`src/rtl/benes_pkg.sv`:
```
// Shared constants, types and controller states for the 8x8 Benes network configuration path.
package benes_pkg;

  localparam int N_PORTS      = 8;
  localparam int N_STAGES     = 5;
  localparam int SW_PER_STAGE = 4;
  localparam int SW_TOTAL     = N_STAGES * SW_PER_STAGE;

  typedef logic [SW_PER_STAGE-1:0] stage_cfg_t;
  typedef logic [SW_TOTAL-1:0]     net_cfg_t;

  typedef enum logic {
    IDLE  = 1'b0,
    DRAIN = 1'b1
  } cfg_state_e;

endpackage

```
`src/rtl/benes_cfg_ctrl.sv`:
```
// Shadow-buffered configuration writer for the Benes switch fabric: collects per-stage beats,
// drains the pipelined network on commit, then applies all switch settings in a single edge.
module benes_cfg_ctrl #(
  parameter int N_STAGES     = 5,
  parameter int SW_PER_STAGE = 4,
  parameter int PIPE_LAT     = 5
) (
  input  logic                             clk,
  input  logic                             rst,
  input  logic                             cfg_valid,
  output logic                             cfg_ready,
  input  logic [2:0]                       cfg_stage,
  input  logic [SW_PER_STAGE-1:0]          cfg_bits,
  input  logic                             cfg_last,
  output logic [N_STAGES*SW_PER_STAGE-1:0] switch_set,
  output logic                             net_in_en,
  output logic                             cfg_done,
  output logic                             cfg_err,
  output logic                             busy
);

  import benes_pkg::*;

  localparam int           SW_ALL     = N_STAGES * SW_PER_STAGE;
  localparam int           CNT_W      = 4;
  localparam logic [3:0]   N_STAGES_W = 4'(N_STAGES);
  localparam logic [CNT_W-1:0] DRAIN_INIT = CNT_W'(PIPE_LAT - 1);

  cfg_state_e            state_q, state_d;
  logic [CNT_W-1:0]      cnt_q, cnt_d;
  logic [SW_ALL-1:0]     shadow_q, shadow_d;
  logic [N_STAGES-1:0]   mask_q, mask_d;
  logic [SW_ALL-1:0]     switch_set_q, switch_set_d;
  logic                  done_q, done_d;
  logic                  err_q, err_d;
  logic                  stage_ok;

  assign stage_ok = ({1'b0, cfg_stage} < N_STAGES_W);

  always_comb begin
    state_d      = state_q;
    cnt_d        = cnt_q;
    shadow_d     = shadow_q;
    mask_d       = mask_q;
    switch_set_d = switch_set_q;
    done_d       = 1'b0;
    err_d        = 1'b0;
    unique case (state_q)
      IDLE: begin
        if (cfg_valid) begin
          if (stage_ok) begin
            for (int s = 0; s < N_STAGES; s++) begin
              if (cfg_stage == 3'(s)) begin
                shadow_d[s*SW_PER_STAGE +: SW_PER_STAGE] = cfg_bits;
                mask_d[s]                                = 1'b1;
              end
            end
          end else begin
            err_d = 1'b1;
          end
          // The commit decision sees the mask with this beat already merged in.
          if (cfg_last && stage_ok) begin
            if (&mask_d) begin
              state_d = DRAIN;
              cnt_d   = DRAIN_INIT;
              mask_d  = '0;
            end else begin
              err_d    = 1'b1;
              mask_d   = '0;
              shadow_d = '0;
            end
          end
        end
      end
      DRAIN: begin
        if (cnt_q == '0) begin
          switch_set_d = shadow_q;
          state_d      = IDLE;
          done_d       = 1'b1;
        end else begin
          cnt_d = cnt_q - 1'b1;
        end
      end
      default: state_d = IDLE;
    endcase
  end

  always_ff @(posedge clk) begin
    if (rst) begin
      state_q      <= IDLE;
      cnt_q        <= '0;
      shadow_q     <= '0;
      mask_q       <= '0;
      switch_set_q <= '0;
      done_q       <= 1'b0;
      err_q        <= 1'b0;
    end else begin
      state_q      <= state_d;
      cnt_q        <= cnt_d;
      shadow_q     <= shadow_d;
      mask_q       <= mask_d;
      switch_set_q <= switch_set_d;
      done_q       <= done_d;
      err_q        <= err_d;
    end
  end

  assign cfg_ready  = (state_q == IDLE);
  assign net_in_en  = (state_q == IDLE);
  assign busy       = (state_q == DRAIN);
  assign switch_set = switch_set_q;
  assign cfg_done   = done_q;
  assign cfg_err    = err_q;

endmodule

```
`config.mk`:
```
export PLATFORM = sky130hd
export DESIGN_NAME = benes_cfg_ctrl
export DESIGN_NICKNAME = d
export VERILOG_FILES = /design/src/rtl/benes_pkg.sv /design/src/rtl/benes_cfg_ctrl.sv
export SDC_FILE = /design/constraint.sdc
export NUM_CORES = 1
export LEC_CHECK = 0
export CORE_AREA = 2 2 77 79
export CTS_CLUSTER_DIAMETER = 60
export DETAILED_ROUTE_END_ITERATION = 7
export DIE_AREA = 0 0 79 81
export GPL_TIMING_DRIVEN = 0
export MAX_ROUTING_LAYER = met4
export PLACE_DENSITY = 0.62
export REMOVE_ABC_BUFFERS = 1
export SKIP_CTS_REPAIR_TIMING = 1
export SYNTH_ARGS = -nofsm -noshare
export SYNTH_HDL_FRONTEND = slang
export SYNTH_SLANG_ARGS = --single-unit
export TNS_END_PERCENT = 30
```
`constraint.sdc`:
```
create_clock -name clk -period 2.95 [get_ports clk]
set_input_delay 0.7375 -clock clk [delete_from_list [all_inputs] [get_ports clk]]
set_output_delay 0.7375 -clock clk [all_outputs]
set_load 0.005 [all_outputs]
```
Word level (Yosys, flattened, before mapping)
Index checks and enable logic that the tools add are counted.

word-level totals
  register bits after elaboration = 52
  input port bits = 11
  output and inout bits = 25
  word-level logic and storage cells = 59

operators by class
  add/subtract/negate cells = 1
  magnitude comparators = 1
  eq/ne operators = 8
  mux-type cells = 31
  bitwise gates (word level) = 2
  reduce and logical (&&, ||, !) cells = 9

operators with widths
  cell                                                                count
  20-bit two-way mux                                                  3
  4-bit two-way mux                                                   9
  5-bit two-way mux                                                   4
  1-bit two-way mux                                                   13
  4-bit one-hot mux with 2 select lines                               1
  3-bit by 2-bit == test with 1-bit output, second input constant     2
  5-bit AND reduction                                                 1
  4-bit logical NOT                                                   1
  2-bit by 1-bit != test with 1-bit output, second input constant     2
  2-bit != test, second input constant                                2
  2-bit AND reduction                                                 2
  4-bit AND reduction                                                 1
  4-bit by 1-bit subtractor with 4-bit output, second input constant  1
  3-bit by 1-bit == test with 1-bit output, second input constant     1
  3-bit == test, second input constant                                1
  3-bit logical NOT                                                   1
  3-bit less-than comparator, second input constant                   1
  3-bit OR reduction                                                  1
  1-bit inverter                                                      2
  1-bit one-hot mux with 2 select lines                               1
  2-bit OR reduction                                                  1
  1-bit logical AND                                                   1

Logic depth before layout (Yosys ltp)
  depth after elaboration = 10
  depth in mapped cells = 7
  gate-level depth less buffers = 7

Worst setup path before layout
No wires, ideal clock.

  kind = input-to-reg
  from = input port cfg_stage[2]
  to = register cnt_q[1]
  library setup time = 0.070 ns
  arrival time = 1.933 ns
  data required time = 2.880 ns
  path slack = 0.947 ns
  stages on the path = 6
  path buffers = 1
  cells stage by stage = buf_6 nand2b_4 a2111oi_4 o211ai_2 a211o_1 a21oi_1

between the ends
  longest elaborated chain between the ends = 8
  elaborated cells on any way between the ends = 19
  those cells by class = order compare: 1; eq/ne: 6; mux: 8; reduce/logical: 4

RTL lines
  what                                                                RTL line              RTL
  start, declared                                                     benes_cfg_ctrl.sv:12  input logic [2:0] cfg_stage,
  branches (longest 7 deep; another with 3-bit less-than comparator)  n/a
  4-bit AND reduction (no line) (*)                                   n/a
  end signal, assigned                                                benes_cfg_ctrl.sv:99  cnt_q <= cnt_d;
  end, declared                                                       benes_cfg_ctrl.sv:30  logic [CNT_W-1:0] cnt_q, cnt_d;

Every way passes the cells marked *. The select of a mux whose other input is x is not followed.
A chain may end at the register's enable or synchronous reset.

Final worst setup path
  from = input port cfg_stage[2]
  to = register shadow_q[3]

between the ends
  longest elaborated chain between the ends = 8
  elaborated cells on any way between the ends = 20
  those cells by class = order compare: 1; eq/ne: 4; mux: 12; reduce/logical: 3

RTL lines
  what                                                                RTL line               RTL
  branches (longest 7 deep; another with 3-bit less-than comparator)  n/a
  20-bit two-way mux (*)                                              benes_cfg_ctrl.sv:62   if (cfg_last && stage_ok) begin
  end signal, assigned                                                benes_cfg_ctrl.sv:100  shadow_q <= shadow_d;
  end, declared                                                       benes_cfg_ctrl.sv:31   logic [SW_ALL-1:0] shadow_q, shadow_d;

Marks and branches as above.

==> summary.md <==
| Metric | Value |
|---|---|
| Max Slew Vio Count | 0 |
| Max Freq | ~0.4 GHz |
| CTS Buffer Depth | 2 |
| Number of synthesis warnings | 0 |
| VDD IR max | roughly 0.22 mV |
| Worst Setup End Kind | flop |
| Vias/cell | ~4.8 |
| CTS Buf Count | 5 |
| Worst slack, placed | about 0.09 ns |
| Die Wd | between 70 and 80 um |
| Global Route Usage Sum | 0.144 |
| R2r startpoint | cnt_q[0]$_SDFFE_PP0P_ |
| Pwr per Cell Area | 503 nW/um^2 |
| Post-Syn Area | 2040 um^2 |
| First-pass GRT wire length | 6.97 mm |
| Clock root buffer | clkbuf_8 |
| Gp weighted congestion | approximately 0.79 |
| Status | finished, final reports clean |
| Via count | 1575 |
| Reg2Reg Capture Point | switch_set[11]$_SDFFE_PP0P_ |
| CTS tree | built |
| R2R cell count | 6 |
| Hold path endpoint | switch_set[0]$_SDFFE_PP0P_ |
| Ys flop type | dfxtp_1 |
| CP Max Fanout | 20 |
| Final nets | ~270 |
| Layout Utilization | 0.444 |
| Area share of the largest cell type after synthesis | 0.511 |
| DRT iter0 DRCs | 89 |
| Least-Margin Pin Slew | 1.08 ns |
| Die Height | 81 um |
| Hold Crit Depth | 2 |
| Critical Path RT | 3.18 ns |
| Synth cell count leaders | dfxtp_1 (52), nand2_1 (48), a21oi_1 (24), nor2_1 (20), mux2i_1 (16) |
| Beginning of the worst hold path | switch_set[0]$_SDFFE_PP0P_ |
| Setup slack, reg-to-reg | 1.05 ns |
| 1st-pass router iterations | 4 |
| Top cells by area, synth | dfxtp_1 (51%), nand2_1 (8.9%), mux2i_1 (7.9%), a21oi_1 (5.9%), nor2_1 (3.7%) |
| CP Launch Type | input port |
| Starting Density | 0.359 |
| Clock Pin Slew Worst Setup and Hold Paths | 0.09 ns |
| Biggest cell delay along the critical path | 0.57 ns |
| Crit Path Class | input port to flop |
| Core box area | 5680 um^2 |
| Final Setup Violations | 0 |
| Syn Area/Cell | about 9.0 um^2 |
| Syn-to-layout area delta | 23.9% |
| Post-Syn Instances | 227 |
| CP Data Arrival Time | 2.73 ns |
| Distinct cells, synth | 37 |
| Slack of the critical path | around 0.46 ns |
| Clk_lat worst skew | 0.31 ns |
| Die area | 6400 um^2 |
| Wire per inst | 12.1 um |
| Std cell rows | 28 |
| Ports | 36 |
| Number of global-route vias before repair | 1481 |
| Seq cells post-synth | 52 |
| DRC violations left | 0 |
| Final setup TNS | 0 ns |
| LEAKAGE | 0.921 nW |
| PortBufs | 35 |
| Maxcap violations | 0 |
| Final Hold Fails | 0 |
| Worst-path cell chain | clkdlybuf4s50_1, nand2b_4, a2111oi_4, o21ai_1, a21o_1, a21oi_2 |
| RSZ-0062 raised after global routing | no |
| Largest net degree at the start of global routing | 31 |
| EDFF count, synth | 0 |
| Final worst path period share | 0.846 |
| Most frequent cell after synthesis | dfxtp_1 |
| Detailed placer's ending HPWL | 2.72 mm |
| Antenna violations before repair | 0 |
| Async SR Flop Fraction | 0 |
| Routed Wire Length | 4.00 mm |
| Slew margin rel. | 0.279 |
| Sink Count | 52 |
| Seq/Total Area, Yosys | 0.511 |
| Overflow after GRT | 0 |
| Worst Hold Class | flop to flop |
| Clk_skew | 0.00863 ns |
| ANT nets after route | 0 |
| Slowest CP cell | clkdlybuf4s50_1 |
| N_diodes | 0 |
| Min Tclk post-route | 2.49 ns |
| Cell type with the largest total area after synthesis | dfxtp_1 |
| Share of post-route cells with drive strength above 1 | 0.0586 |
| H-tree lvl count | 2 |
layer usage:
metal	vias up	global-route usage	wire, um
met5	-	-	0
met4	0	0.0414	51
met3	6	0.0378	173
met2	33	0.225	1800
met1	727	0.185	1970
li1	809	-	-
worst max-delay path, delay by kind of cell:
| family | cells | cell delay (ns) |
|---|---|---|
| compound gates | 4 | 1.19 |
| buf+inv | 1 | 0.57 |
| simple gates | 1 | 0.23 |
flip-flops by register name, indices dropped and copies added, names as in the netlist:
| name | count |
|---|---|
| switch_set | 20 |
| shadow_q | 20 |
| cnt_q | 4 |
| cfg_done | 1 |
| mask_q | 5 |
| cfg_err | 1 |
| busy | 1 |
layout by cell type, fill, tap and decap left out, drive strengths merged, types with 2 or more instances in the layout:
cell type      Yosys  final
nand3              7      7
o21ai              2      2
clkdlybuf4s50      0     35
a21oi             28     28
nor2              20     20
a211oi             3      3
clkbuf             8      6
nand2             48     48
inv                8      9
mux2i             16     16
nor4bb             2      2
a211o              2      2
dfxtp             52     52
nand3b             3      3
nand2b             3      3
a21boi             3      3
per-stage QoR:
step | area, um^2 | hold WS [ns] | instances | power, mW
global placement | 2410 | 0.442 | 323 | 0.796
CTS | 2520 | 0.459 | 331 | 1.29
floorplan | 1970 | 0.425 | 213 | 0.758
detailed placement | 2410 | 0.446 | 323 | 0.796
finish | 2520 | 0.455 | 331 | 1.27
global route | 2520 | 0.471 | 331 | 1.33
cell families after synthesis:
logic type | Yosys count | share of synthesized area
xor gates and xnor gates | 1 | 0.00430
muxes | 16 | 0.0787
buffers and inverters | 22 | 0.0486
DFF | 52 | 0.511
adders and majority gates | 1 | 0.00615
and+or+nand+nor | 91 | 0.205
AOI/OAI and AO/OA | 44 | 0.146
worst max path at each step:
stage                 start                         to  slack, ns  depth (start not counted)
3_5_place_dp            rst  shadow_q[15]$_SDFFE_PP0P_       0.09                          3
4_1_cts                 rst  shadow_q[15]$_SDFFE_PP0P_       0.41                          3
6_report       cfg_stage[2]   shadow_q[3]$_SDFFE_PP0P_       0.46                          6
5_1_grt                 rst  shadow_q[16]$_SDFFE_PP0P_       0.25                          3
2_1_floorplan  cfg_stage[2]   shadow_q[0]$_SDFFE_PP0P_       1.01                          5
3_3_place_gp            rst   shadow_q[5]$_SDFFE_PP0P_       0.09                          3
report_power, final:
part           switching, mW  internal, mW
Clock                  0.233         0.256
Combinational         0.0390        0.0274
Sequential           0.00379         0.709
layout make-up:
cell class | count | area [um^2]
fillers | 589 | 3150
flip-flops and latches | 52 | 1040
multi-input cells | 153 | 896
repair buffers | 35 | 350
well taps | 75 | 93.8
clock buffers | 6 | 72.6
clock inverters | 2 | 38.8
inverters | 8 | 30.0
(Power assumes the default switching activity.)
